**src/rtl/cpu_pkg.sv**
```systemverilog
// Shared types and constants for the Lab4 CPU fetch path.
// Holds the fetch FSM states, PC constants and the word-alignment helper.
package cpu_pkg;

  typedef enum logic [1:0] {
    IDLE   = 2'd0,
    FETCH  = 2'd1,
    HALTED = 2'd2
  } fetch_state_e;

  localparam logic [31:0] PC_INC            = 32'd4;
  localparam logic [31:0] RESET_PC_DEFAULT  = 32'h0000_0000;
  localparam logic [31:0] NOP_INSTR_DEFAULT = 32'h0000_0000;

  // Instructions are word-sized, so the two low address bits are always dropped.
  function automatic logic [31:0] align_word(input logic [31:0] addr);
    return {addr[31:2], 2'b00};
  endfunction

endpackage

```
**src/rtl/pc_next_sel.sv**
```systemverilog
// Next-PC selection: jump > branch > sequential priority mux.
// Produces a word-aligned target plus a flag when a redirect target was misaligned.
module pc_next_sel
  import cpu_pkg::*;
(
  input  logic        jump,
  input  logic [31:0] jump_target,
  input  logic        branch,
  input  logic [31:0] branch_target,
  input  logic [31:0] seq_pc,
  output logic [31:0] next_pc,
  output logic        redirect,
  output logic        misalign
);

  logic [31:0] raw_target;

  always_comb begin
    raw_target = seq_pc;
    redirect   = 1'b0;
    if (jump) begin
      raw_target = jump_target;
      redirect   = 1'b1;
    end else if (branch) begin
      raw_target = branch_target;
      redirect   = 1'b1;
    end
  end

  // Sequential values come straight from the adder and are never flagged.
  assign next_pc  = align_word(raw_target);
  assign misalign = redirect && (raw_target[1:0] != 2'b00);

endmodule

```
**src/rtl/pc_fetch_unit.sv**
```systemverilog
// PC register and instruction-fetch sequencer with imem req/ack handshake.
// Redirects that land while a fetch is in flight are parked until that fetch's ack.
module pc_fetch_unit
  import cpu_pkg::*;
#(
  parameter logic [31:0] RESET_PC  = RESET_PC_DEFAULT,
  parameter logic [31:0] NOP_INSTR = NOP_INSTR_DEFAULT
) (
  input  logic        i_clk,
  input  logic        i_rst_n,
  input  logic [31:0] i_pc_plus4,
  input  logic        i_branch_taken,
  input  logic [31:0] i_branch_target,
  input  logic        i_jump,
  input  logic [31:0] i_jump_target,
  input  logic        i_stall,
  input  logic        i_halt,
  input  logic        i_imem_ack,
  input  logic [31:0] i_imem_rdata,
  output logic [31:0] o_pc,
  output logic        o_imem_req,
  output logic [31:0] o_instr,
  output logic [31:0] o_instr_pc,
  output logic        o_instr_valid,
  output logic        o_misalign,
  output logic        o_halted
);

  localparam logic [31:0] RESET_PC_ALIGNED = align_word(RESET_PC);

  fetch_state_e state;
  fetch_state_e state_next;

  logic [31:0] pc;
  logic [31:0] pend_target;
  logic        pend_valid;
  logic        halt_pend;
  logic [31:0] instr;
  logic [31:0] instr_pc;
  logic        instr_valid;
  logic        misalign;

  logic        imem_req;
  logic        halted;
  logic [31:0] sel_target;
  logic        sel_redirect;
  logic        sel_misalign;
  logic        ack_taken;
  logic        halt_seen;
  logic        halt_now;

  pc_next_sel u_next_sel (
    .jump          (i_jump),
    .jump_target   (i_jump_target),
    .branch        (i_branch_taken),
    .branch_target (i_branch_target),
    .seq_pc        (i_pc_plus4),
    .next_pc       (sel_target),
    .redirect      (sel_redirect),
    .misalign      (sel_misalign)
  );

  // An ack only counts while a request is actually outstanding.
  assign ack_taken = imem_req && i_imem_ack;
  assign halt_seen = i_halt || halt_pend;
  assign halt_now  = halt_seen && (ack_taken || !imem_req);

  always_ff @(posedge i_clk or negedge i_rst_n) begin
    if (!i_rst_n) begin
      state <= IDLE;
    end else begin
      state <= state_next;
    end
  end

  always_comb begin
    state_next = state;
    unique case (state)
      IDLE:    state_next = FETCH;
      FETCH:   if (halt_now) state_next = HALTED;
      HALTED:  state_next = HALTED;
      default: state_next = IDLE;
    endcase
  end

  always_comb begin
    imem_req = 1'b0;
    halted   = 1'b0;
    unique case (state)
      FETCH:   imem_req = !i_stall;
      HALTED:  halted   = 1'b1;
      default: ;
    endcase
  end

  // A parked redirect squashes the in-flight fetch when its ack finally returns.
  always_ff @(posedge i_clk or negedge i_rst_n) begin
    if (!i_rst_n) begin
      pc          <= RESET_PC_ALIGNED;
      pend_target <= 32'd0;
      pend_valid  <= 1'b0;
      halt_pend   <= 1'b0;
      instr       <= NOP_INSTR;
      instr_pc    <= 32'd0;
      instr_valid <= 1'b0;
      misalign    <= 1'b0;
    end else begin
      instr_valid <= 1'b0;
      misalign    <= 1'b0;
      if (state == FETCH) begin
        misalign <= sel_misalign;
        if (ack_taken) begin
          pend_valid <= 1'b0;
          halt_pend  <= 1'b0;
          if (sel_redirect) begin
            pc <= sel_target;
          end else if (pend_valid) begin
            pc <= pend_target;
          end else begin
            pc          <= sel_target;
            instr       <= i_imem_rdata;
            instr_pc    <= pc;
            instr_valid <= 1'b1;
          end
        end else if (imem_req) begin
          if (sel_redirect) begin
            pend_target <= sel_target;
            pend_valid  <= 1'b1;
          end
          if (i_halt) begin
            halt_pend <= 1'b1;
          end
        end else begin
          pend_valid <= 1'b0;
          halt_pend  <= 1'b0;
          if (sel_redirect) begin
            pc <= sel_target;
          end else if (pend_valid) begin
            pc <= pend_target;
          end
        end
      end
    end
  end

  assign o_pc          = pc;
  assign o_imem_req    = imem_req;
  assign o_instr       = instr;
  assign o_instr_pc    = instr_pc;
  assign o_instr_valid = instr_valid;
  assign o_misalign    = misalign;
  assign o_halted      = halted;

endmodule

```
**config.mk**
```make
export PLATFORM = sky130hd
export DESIGN_NAME = pc_fetch_unit
export DESIGN_NICKNAME = d
export VERILOG_FILES = /design/src/rtl/cpu_pkg.sv /design/src/rtl/pc_next_sel.sv /design/src/rtl/pc_fetch_unit.sv
export SDC_FILE = /design/constraint.sdc
export NUM_CORES = 1
export LEC_CHECK = 0
export BUFFER_PORTS_ARGS = -buffer_cell sky130_fd_sc_hd__buf_4
export CORE_UTILIZATION = 40
export DETAILED_ROUTE_END_ITERATION = 16
export PLACE_DENSITY_LB_ADDON = 0.2
export RECOVER_POWER = 100
export SYNTH_ARGS = -nofsm -noshare
export SYNTH_HDL_FRONTEND = slang
export SYNTH_HIERARCHICAL = 1
export SYNTH_SLANG_ARGS = --single-unit
export TNS_END_PERCENT = 20
```
**constraint.sdc**
```tcl
create_clock -name i_clk -period 4.7 [get_ports i_clk]
set_input_delay 0.235 -clock i_clk [delete_from_list [all_inputs] [get_ports i_clk]]
set_output_delay 0.235 -clock i_clk [all_outputs]
set_load 0.05 [all_outputs]
```
After elaboration in Yosys (flattened, before gate mapping). Index checks and enable logic that the tools add are counted.

Bitwise logic cells: 3. Reduce and logical (&&, ||, !) cells: 15. Equality and inequality tests: 6. Muxes and demuxes: 25.

Operators by type and width (number): $mux W32 (8); $mux W1 (15); $reduce_and A4 Y1 (2); $pmux W2 S3 (1); $reduce_and A2 Y1 (2); $logic_and A1 B1 Y1 (3); $ne A3 B1 Y1 const B (1); $ne A3 B2 Y1 const B (1); $not A1 Y1 (3); $reduce_and A3 Y1 (1); $reduce_bool A3 Y1 (1); $eq A2 B1 Y1 const B (1); $eq A2 B2 Y1 const B (1); $logic_not A1 Y1 (2); $logic_not A2 Y1 (1); $logic_or A1 B1 Y1 (2); $mux W2 (1); $ne A2 B1 Y1 const B (1); $ne A2 B2 Y1 const B (1); $reduce_bool A2 Y1 (1).

Input port bits: 135. Output and inout port bits: 100. Logic and storage cells: 58. Bits in registers: 132.

Logic depth before layout (Yosys ltp).
Depth in word-level cells: 7. Gate-level depth with buffers: 9. Gate-level depth less buffers: 5.

By module. The synthesis kept the hierarchy.

Modules (own cells, without submodules): pc_fetch_unit (area each 6403.6 µm², cells each 495, instances 1, sequential area each 3353.2 µm²); pc_next_sel (area each 718.2 µm², cells each 108, instances 1, sequential area each 0.0 µm²).

Least setup slack after synthesis. OpenSTA, ideal clock, no wires.

Path kind: input to register. Start point: input port i_branch_taken. End point: register instr[0], in the netlist o_instr[0]. Stages: 8. Arrival time: 1.872 ns. Setup slack: 2.702 ns. Library setup time: 0.125 ns. Cells stage by stage: buf_6 buf_12 or2_1 buf_2 or3_1 buf_4 buf_6 mux2_4.

Word-level cells in the longest chain between the ends: 4.

Ends and longest elaborated chain: start, declared (RTL line pc_fetch_unit.sv:12) `input logic i_branch_taken,`; $mux W1 (RTL line pc_next_sel.sv:24) `end else if (branch) begin`; $mux W1 (RTL line pc_next_sel.sv:21) `if (jump) begin`; via sel_redirect (RTL line pc_fetch_unit.sv:46) `logic sel_redirect;`; $not A1 Y1 (no source line); $reduce_and A4 Y1 (no source line); end signal, assigned (RTL line pc_fetch_unit.sv:121) `instr <= i_imem_rdata;`; end, declared (RTL line pc_fetch_unit.sv:38) `logic [31:0] instr;`.

The timed path passes the listed nets, and every way through them passes these cells. A chain may end at the register's enable or synchronous reset.

Worst setup path after layout.
Start point: register pend_valid. End point: register pc[12], in the netlist o_pc[12].

Word-level cells in the longest chain between the ends: 3.

Ends and longest elaborated chain: start, declared (RTL line pc_fetch_unit.sv:36) `logic pend_valid;`; start signal, assigned (RTL line pc_fetch_unit.sv:101) `pend_valid <= 1'b0;`; start signal, assigned (RTL line pc_fetch_unit.sv:113) `pend_valid <= 1'b0;`; start signal, assigned (RTL line pc_fetch_unit.sv:128) `pend_valid <= 1'b1;`; $mux W32 (RTL line pc_fetch_unit.sv:117) `end else if (pend_valid) begin`; $mux W32 (RTL line pc_fetch_unit.sv:115) `if (sel_redirect) begin`; $mux W32 (RTL line pc_fetch_unit.sv:112) `if (ack_taken) begin`; end signal, assigned (RTL line pc_fetch_unit.sv:116) `pc <= sel_target;`; end signal, assigned (RTL line pc_fetch_unit.sv:118) `pc <= pend_target;`; end signal, assigned (RTL line pc_fetch_unit.sv:120) `pc <= sel_target;`; end, declared (RTL line pc_fetch_unit.sv:34) `logic [31:0] pc;`.

Parallel ways exist; a longest one is shown, timed or not.

==> qor.yml <==
routing:
  dr.pass1.iters: 4
  final_antenna_net_count: 0
  routedWlPerCell_um: 17.7
  route.detailed.vias_per_inst: 5.36
  route.vias.total: 5579
  drt-total-wl_um: 18400
  initial_drc_count: 190
  route.detailed.drc: 0
power:
  cellLeakagePower_nw: 4.32
  pwrdens_nw_per_um2: 650
  irDropWorstVdd_v: 0.000348
  power_w: 0.00579
clock_network:
  cts_htree_levels: 4
  cts_buffers: 17
  cts-root-buf: "sky130_fd_sc_hd__clkbuf_16"
  cts_post_setup_buffers_inserted: 0
  clock_sinks: 134
  cts_tree: "built"
  max-clock-path-buffers: 2
  clk_pin_slew_worst_paths_ns: 0.06
  clk-insertion-delay-late_ns: 0.41
  cts_resized: 0
synth:
  synth_async_sr_flop_share: 1.00
  synth_area_leader_cell: "sky130_fd_sc_hd__dfrtp_1"
  syn_area_per_cell_sq_um: 11.8
  yosysSeqAreaShare: 0.471
  yosys-top-cells-count: "sky130_fd_sc_hd__dfrtp_1, sky130_fd_sc_hd__a211oi_1, sky130_fd_sc_hd__mux2_1, sky130_fd_sc_hd__mux2_4, sky130_fd_sc_hd__o21ai_0"
  synth_cells: 603
  ys.flop_type: "sky130_fd_sc_hd__dfrtp_1"
  synth_area_sq_um: 7120
  synth_edf_count: 0
  yosysMostFrequentCell: "sky130_fd_sc_hd__dfrtp_1"
  ys_seq_elements: 134
  synth_cell_types: 31
  synth.top_cells.by_area: "sky130_fd_sc_hd__dfrtp_1, sky130_fd_sc_hd__mux2_4, sky130_fd_sc_hd__mux2_1"
  yosysTopAreaCellShare: 0.471
  synth_warnings: 6
min_path:
  hold_path.class: "in -> reg"
timing:
  max_clock_freq_mhz: 300
  period_share: 0.710
  clock-skew-final_ns: 0.00801
  setup-violations-final: 0
  timing.final.hold_violations: 0
  fin_crit_ns: 3.34
  slew_headroom: -0.558
  holdWs_ns: 0.0303
  timing_max_transition_violations_final: 234
  fin_tns_setup_ns: 0
  timing_worst_slew_pin_value_ns: 2.34
  grt_setup_unrepaired: "no"
floorplanning:
  fp.dieArea_sq_um: 18300
  design.core.area_sq_um: 17400
  floorplan.io_pins: 235
  fp.dieH_um: 135
  fp.dieW_um: 135
  initial_utilization: 0.410
  rows: 48
place:
  post-place-cells: 1008
  place_hpwl_um: 12000
  port-buffer-count: 232
  post_dp_cell_area_sq_um: 8870
  gp_congestion: 0.712
layout:
  fin_area_sq_um: 8910
  areaGrowthSynthToFinish_pct: 25.1
  diodes: 0
  nNetsFinal: 942
  fin_cells: 1041
  layout-drive-gt1-share: 0.214
  num-fill-cells: 1677
grt:
  grt_use_total: 0.208
  grt_pass1_wl_um: 29500
  antenna_found_initial: 0
  via_count_of_the_first_global_routing_pass: 5648
  grt_max_degree: 102
  gr-total-overflow: 0
setup_path:
  crit_path_max_fanout: 36
  critical_path.startpoint_type: "flop"
  worst-endpoint-required_ns: 4.98
  worstSetupPathType: "reg -> reg"
  worstSetupEndpointType: "flop"
  critPathArrivalTime_ns: 3.62
status:
  run_status: "complete, but fails checks"
  failing_checks: "capacitance limit, slew limit"
run:
  timing.max_cap.violations: 5
-- cells in the final DEF (no fill, tap or decap), drive strengths merged --
cell	n
mux2	98
ha	4
a211oi	64
nor2b	32
dlygate4sd3	1
or2	2
a21oi	2
inv	5
clkinv	7
clkbuf	120
o21ai	66
nor2	5
nand2b	1
o22ai	1
mux2i	30
nor3b	2
bufinv	3
buf	134
nand2	31
dfrtp	134
and3b	33
and2	1
conb	2
or3	1
and3	1
nand3b	1
clkinvlp	3
o31ai	32
-- repair_timing --
action,in CTS,in global routing
hold buffers,1,0
hold endpoints to repair,88,0
setup endpoints to repair,0,0
-- registers in the layout, indices dropped and copies added, names as in the netlist --
name and cells:
o_pc 32, o_instr 32, pend_target 32, pend_valid 1, o_misalign 1, o_instr_pc 32
halt_pend 1, state 2, o_instr_valid 1
-- per-stage QoR --
| stage | setup slack, ns | util |
|---|---|---|
| after floorplan | 2.70 | - |
| after global placement | 1.96 | 0.511 |
| after CTS | 1.90 | 0.547 |
| after global routing | 1.12 | 0.513 |
| final | 1.36 | 0.513 |
| after detailed placement | 1.90 | 0.511 |
-- layer usage --
layer  vias to the layer above  routed length [um]  global-route usage
li1                       2627                   -                   -
met1                      2723                8060               0.264
met2                       208                9020               0.353
met3                        21                1110              0.0385
met4                         0                 244              0.0762
met5                         -                   0                   0
-- kinds of logic (layout without fill, tap and decap cells) --
| group | count (synthesis) | count (layout) | share of synthesized area |
|---|---|---|---|
| AOI/OAI and AO/OA | 165 | 165 | 0.151 |
| adders and majority gates | 4 | 4 | 0.00703 |
| buffers and inverters | 61 | 273 | 0.0499 |
| DFF | 134 | 134 | 0.471 |
| muxes | 128 | 128 | 0.223 |
| other | 1 | 2 | 0.000527 |
| and+or+nand+nor | 110 | 110 | 0.0979 |
-- area by class of cell --
class	count	area, sq um	share of cell area
clock buffer	17	425	0.0478
inverter	3	11.3	0.00126
timing repair buffer	238	1400	0.158
clock inverter	15	180	0.0202
multi-input combinational	409	3250	0.365
sequential	134	3350	0.376
tap	225	282	0.0316
-- worst max-delay path, cell delays in order, from the launching register on --
cell and delay [ns]:
sky130_fd_sc_hd__dfrtp_1 0.83, sky130_fd_sc_hd__nor3b_1 1.59, sky130_fd_sc_hd__or2_0 0.22, sky130_fd_sc_hd__buf_4 0.39, sky130_fd_sc_hd__o31ai_1 0.16
-- power breakdown --
group | internal (W) | leakage, nW | switching (W)
logic | 0.000585 | 2.26 | 0.00190
registers | 0.00162 | 1.77 | 0.000326
clock network | 0.000837 | 0.290 | 0.000524
total | 0.00304 | 4.32 | 0.00275
-- path summary, 6_finish.rpt --
check / start / end / cells after the start / slack (ns)
worst max-delay path: pend_valid / o_pc[12] / 4 / 1.36
worst min-delay path: i_imem_rdata[25] / o_instr[25] / 2 / 0.03
worst max register to register: pend_valid / o_pc[12] / 4 / 1.36
worst min register to register: o_instr[31] / o_instr[31] / 1 / 0.49
max in group asynchronous: i_rst_n / pend_target[8] / 3 / 2.02
min in group asynchronous: i_rst_n / o_instr[16] / 2 / 0.99
No activity file was read; power rests on OpenSTA's default activity.
